<file path="src/rtl/nonce_tx.sv">
// Nonce transmitter: pops 32-bit nonces from a FWFT buffer and streams them
// MSB byte first over a valid/ready byte interface, counting completed nonces.
module nonce_tx #(
    parameter int unsigned COUNTBITS = 8
) (
    input  logic                 clk,
    input  logic                 rst,
    input  logic                 bufEmpty,
    input  logic [31:0]          bufData,
    output logic                 bufRdEn,
    output logic [7:0]           outData,
    output logic                 outValid,
    input  logic                 outReady,
    output logic                 outLast,
    output logic [COUNTBITS-1:0] sentCount,
    output logic                 busy
);

    localparam int unsigned NONCE_W = 32;
    localparam int unsigned BYTE_W  = 8;
    localparam int unsigned IDX_W   = 2;

    typedef enum logic {
        IDLE = 1'b0,
        SEND = 1'b1
    } state_t;

    state_t               state, state_nx;
    logic [NONCE_W-1:0]   hold, hold_nx;
    logic [IDX_W-1:0]     idx, idx_nx;
    logic [COUNTBITS-1:0] count_nx;
    logic [BYTE_W-1:0]    data_nx;
    logic                 valid_nx;
    logic                 last_nx;
    logic                 xfer;
    logic                 final_xfer;

    // Byte idx of the nonce, MSB byte first.
    function automatic logic [BYTE_W-1:0] sel_byte(input logic [NONCE_W-1:0] w,
                                                   input logic [IDX_W-1:0] i);
        logic [BYTE_W-1:0] b;
        case (i)
            2'd0:    b = w[31:24];
            2'd1:    b = w[23:16];
            2'd2:    b = w[15:8];
            default: b = w[7:0];
        endcase
        return b;
    endfunction

    // State and datapath registers; outputs are registered copies of next state.
    always_ff @(posedge clk or posedge rst) begin
        if (rst) begin
            state     <= IDLE;
            hold      <= '0;
            idx       <= '0;
            sentCount <= '0;
            outData   <= '0;
            outValid  <= 1'b0;
            outLast   <= 1'b0;
            busy      <= 1'b0;
        end else begin
            state     <= state_nx;
            hold      <= hold_nx;
            idx       <= idx_nx;
            sentCount <= count_nx;
            outData   <= data_nx;
            outValid  <= valid_nx;
            outLast   <= last_nx;
            busy      <= valid_nx;
        end
    end

    // Next-state, pop strobe and next output values.
    always_comb begin
        state_nx   = state;
        hold_nx    = hold;
        idx_nx     = idx;
        count_nx   = sentCount;
        bufRdEn    = 1'b0;
        xfer       = (state == SEND) && outReady;
        final_xfer = xfer && (idx == IDX_W'(3));

        case (state)
            IDLE: begin
                if (!bufEmpty) begin
                    bufRdEn  = 1'b1;
                    hold_nx  = bufData;
                    idx_nx   = '0;
                    state_nx = SEND;
                end
            end
            SEND: begin
                if (final_xfer) begin
                    count_nx = sentCount + COUNTBITS'(1);
                    if (!bufEmpty) begin
                        bufRdEn = 1'b1;
                        hold_nx = bufData;
                        idx_nx  = '0;
                    end else begin
                        state_nx = IDLE;
                    end
                end else if (xfer) begin
                    idx_nx = idx + IDX_W'(1);
                end
            end
            default: state_nx = IDLE;
        endcase

        // Reset must hold the pop strobe low even before the flops settle.
        if (rst) begin
            bufRdEn = 1'b0;
        end

        valid_nx = (state_nx == SEND);
        data_nx  = valid_nx ? sel_byte(hold_nx, idx_nx) : BYTE_W'(0);
        last_nx  = valid_nx && (idx_nx == IDX_W'(3));
    end

endmodule

</file>
<file path="config.mk">
export PLATFORM = sky130hd
export DESIGN_NAME = nonce_tx
export DESIGN_NICKNAME = d
export VERILOG_FILES = /design/src/rtl/nonce_tx.sv
export SDC_FILE = /design/constraint.sdc
export NUM_CORES = 1
export LEC_CHECK = 0
export ABC_AREA = 0
export CORE_MARGIN = 1.5
export CORE_UTILIZATION = 55
export CTS_BUF_LIST = sky130_fd_sc_hd__clkbuf_2
export DETAILED_ROUTE_END_ITERATION = 10
export PLACE_DENSITY = 0.87
export SLEW_MARGIN = 0
export SYNTH_ARGS = -nofsm -noshare
export SYNTH_HDL_FRONTEND = slang
export SYNTH_SLANG_ARGS = --single-unit
</file>
<file path="constraint.sdc">
create_clock -name clk -period 4.9 [get_ports clk]
set_input_delay 0.49 -clock clk [delete_from_list [all_inputs] [get_ports clk]]
set_output_delay 0.49 -clock clk [all_outputs]
set_load 0.005 [all_outputs]
</file>
Yosys cells after proc, flatten, opt, wreduce, memory -nomap -nowiden:

Index checks and enable logic that the tools add are counted.
W data, S select, Z words.

* register bits after elaboration: 52
* bits of input ports: 36
* output and inout port bits: 20
* word-level logic and storage cells: 33

* add/subtract/negate cells: 2
* eq/ne operators: 4
* mux-type cells: 15
* bitwise operators: 1
* reduce and logical (&&, ||, !) cells: 5

Operators by type and width (number)
* $mux W32: 2
* $pmux W32 S2: 1
* $pmux W8 S3: 1
* $add A8 B1 Y8 const B: 1
* $mux W8: 1
* $eq A2 B2 Y1 const B: 3
* $mux W2: 3
* $mux W1: 4
* $pmux W1 S2: 2
* $pmux W2 S2: 1
* $logic_and A1 B1 Y1: 3
* $add A2 B1 Y2 const B: 1
* $eq A2 B1 Y1 const B: 1
* $logic_not A2 Y1: 1
* $reduce_and A2 Y1: 1
* $not A1 Y1: 1

Longest topological paths before layout:

* depth after elaboration: 7
* mapped depth: 8
* depth with buffers taken out: 6

Worst setup path after synthesis:

No wires, ideal clock.

* kind: reg-to-output
* start point: register idx[0]
* end point: output port bufRdEn
* arrival time: 1.547 ns
* data required time: 4.410 ns
* setup slack: 2.863 ns
* stages on the path, launching flop included: 8
* buffers on the path: 3
* cells stage by stage: dfrtp_1 -> ha_1 -> a21boi_4 -> or2_1 -> buf_6 -> buf_6 -> clkbuf_1 -> nor2_1

* word-level cells in the longest chain between the ends: 5

RTL lines
* start: declaration: line 30 `logic [IDX_W-1:0] idx, idx_nx;`
* start signal: assignment: line 65 `idx <= idx_nx;`
* $eq A2 B2 Y1: line 82 `final_xfer = xfer && (idx == IDX_W'(3));`
* $logic_and A1 B1 Y1: line 82
* $mux W1: line 94 `if (final_xfer) begin`
* $pmux W1 S2: line 84 `case (state)`
* $mux W1: line 111 `if (rst) begin`
* end: declaration: line 10 `output logic bufRdEn,`

Every way passes these cells.

Worst setup path in the final report:

Same ends and word-level chain as after synthesis.

==> flow_metrics.py <==
metrics = {
    "global_route": {
        "grt.met3_usage_pct": 4.797,
        "grt_use_met1_pct": 27.62,
        "grt_busiest_layer": "met2",
        "antenna_found_initial": 0,
        "grt_pass1_wl_um": 8535,
        "grtUsageMet2_pct": 39.21,
        "grt_pass1_vias": 1789,
        "track_usage_pct": 22.12,
        "overflow": 0,
        "grt_max_degree": 53,
    },
    "cells_and_area": {
        "stdcell_area_um2": 3012,
        "final_cell_count_no_fill": 315,
        "n_antenna_cell": 0,
        "area_delta_synth_final_pct": 24.72,
        "final_layout_size_suffix_gt1_share_pct": 12.45,
        "fillCellCount": 306,
        "finish.net_count": 302,
    },
    "sta": {
        "max_slew_margin_pct": 29.40,
        "fin_crit_sh_pct": 66.44,
        "finClkSkew_ps": 21.94,
        "fin_crit_ps": 3255,
        "max_freq_mhz": 307.2,
        "finalSetupTns_ps": 0,
        "worst_pin_slew_ps": 1058,
        "setup_viol": 0,
        "grt_setup_unrepaired": "no",
        "layout_setup_ws_ps": 1645,
        "slew_viol_final": 0,
        "hold_ws_ps": 494.6,
        "final-hold-violation-count": 0,
    },
    "critical_path": {
        "path_class": "flop to output pin",
        "critPathRequiredTime_ps": 4410,
        "critPathMaxFanout": 41,
        "cp.arrival_ps": 2770,
        "cp-start-kind": "flop",
        "end_kind": "output pin",
    },
    "detailed_routing": {
        "drt_wl_total_um": 4874,
        "drt-initial-drc-count": 116,
        "postRouteAntennaNets": 0,
        "vias_per_cell": 5.324,
        "drc": 0,
        "wl_per_cell_um": 15.47,
        "dr_total_vias": 1677,
        "firstDrtPassIters": 4,
    },
    "power": {
        "ir_worst_vdd_uv": 416.2,
        "intPower_uw": 1113,
        "leakagePower_uw": 0.001449,
        "p_sw_uw": 580.8,
        "pwr-share-clk_pct": 12.9,
        "seqPwrFrac_pct": 42.1,
        "swShare_pct": 34.28,
        "p_per_area_nw_per_um2": 562.6,
        "combPwrFrac_pct": 45.1,
    },
    "clock_network": {
        "cts.path.max_buffers": 2,
        "clock-sinks": 52,
        "htreeDepth": 2,
        "cts_root_buffer": "clkbuf_2",
        "clkSlewWorstSetupHoldPaths_ps": 260,
        "postCtsHoldBufs": 0,
        "clkLatencyLatePin_ps": 440,
        "cts_made_buffers": 5,
        "ctsResizeCount": 0,
        "cts_setup_buffers": 0,
        "cts_tree": "built",
    },
    "worst_hold_path": {
        "min_path_type": "flop to flop",
    },
    "placed_design": {
        "numPortBuffers": 55,
        "hpwl_um": 3394,
        "place_congestion": 0.7869,
        "dp.cells": 307,
        "pre_cts_slack_ps": 1859,
        "place_area_um2": 2944,
    },
    "yosys": {
        "synth_cells": 211,
        "synth.avg_cell_area_um2": 11.44,
        "synth-edff-count": 0,
        "ys_top_cells_by_count": "nand2_1, dfrtp_1, mux2_4, nor2_1, and3_1",
        "yosys_most_used_dff": "dfrtp_1",
        "synthTopCellsByArea": "dfrtp_1, nand2_1, mux2_4",
        "yosys.area.top_type": "dfrtp_1",
        "ys_types": 32,
        "synth_top_area_share_pct": 53.89,
        "yosys_warnings": 0,
        "synthesis.area_um2": 2415,
        "async_flop_share_pct": 100.0,
        "yosys.cell_count.top_type": "nand2_1",
        "seq_area_frac_synth_pct": 53.89,
        "synth_nets": 249,
        "synth-seq-cells": 52,
    },
    "floorplan": {
        "initial_core_util_pct": 58.68,
        "io_pins": 56,
        "dieArea_um2": 4797,
        "die_h_um": 69.26,
        "core-area_um2": 4115,
        "core.rowCount": 23,
        "fp.dieW_um": 69.26,
    },
    "job": {
        "maxCapViolCount": 0,
    },
    "outcome": {
        "status": "finished, final reports clean",
    },
}
[worst max-delay path, cell delays in order (launching register included)]
cell and delay [ps]:
dfrtp_1 510, ha_1 330, a21boi_4 160, or2_2 750, nor2_1 80, clkdlybuf4s50_1 480
[registers in the layout, indices dropped and copies added, names as in the netlist]
register   count
state          1
sentCount      8
outData        8
hold          32
idx            2
outLast        1
[stage by stage]
stage | utilization [%] | power [uW]
2_1_floorplan | - | 1244
3_3_place_gp | 71.54 | 1454
3_5_place_dp | 71.54 | 1489
4_1_cts | 73.18 | 1710
5_1_grt | 73.18 | 1811
6_report | 73.18 | 1694
[per-layer routing]
metal / vias up / wire (um) / part of all wire (%)
li1: 823 / - / -
met1: 796 / 2050 / 42
met2: 52 / 2551 / 52
met3: 6 / 219 / 4.5
met4: 0 / 52 / 1.1
met5: - / 0 / 0
[power by group through the flow]
stage                     sequential (uW)  clock, uW  combinational [uW]
after global routing                  738        238                 836
final                                 713        218                 764
after global placement                713          0                 742
after CTS                             713        226                 771
after detailed placement              724          0                 765
after floorplan                       700          0                 544
[kinds of logic (layout without fill, tap and decap cells)]
group / Yosys count / after routing / share of synthesized area [%]
adders and majority gates: 2 / 2 / 1.036
and+or+nand+nor: 92 / 92 / 17.31
AOI/OAI and AO/OA: 20 / 20 / 7.410
muxes: 26 / 26 / 13.73
buffers and inverters: 12 / 66 / 4.093
xor gates and xnor gates: 7 / 7 / 2.539
DFF: 52 / 52 / 53.89
[final timing paths]
path,slack (ps),depth (start not counted),endpoint,startpoint
setup / recovery,1640,5,bufRdEn,idx[0]
max in group asynchronous,3630,2,hold[25],rst
hold / removal,490,1,sentCount[7],sentCount[7]
min in group asynchronous,620,2,hold[3],rst
setup reg to reg,2290,6,outData[6],idx[0]
hold reg to reg,490,1,sentCount[7],sentCount[7]
[final cells by class]
class | count | area [um2] | area share, %
Sequential cell | 52 | 1301 | 43.21
Multi-Input combinational cell | 147 | 1015 | 33.69
Timing Repair Buffer | 56 | 558.0 | 18.53
Tap cell | 50 | 62.56 | 2.077
Clock inverter | 3 | 42.54 | 1.413
Clock buffer | 5 | 25.02 | 0.8309
Inverter | 2 | 7.507 | 0.2493
[cell usage in the layout (no fill, tap or decap), types with 6 or more instances in the layout]
cell type        Yosys  layout
clkdlybuf4s50_1      0      55
nand2_1             53      53
dfrtp_1             52      52
nor2_1              13      13
mux2_4              13      13
and3_1               9       9
a211oi_1             8       8
mux2i_1              8       8
o32ai_1              8       8
nand3_1              6       6
Power figures use the tool's default switching activity.
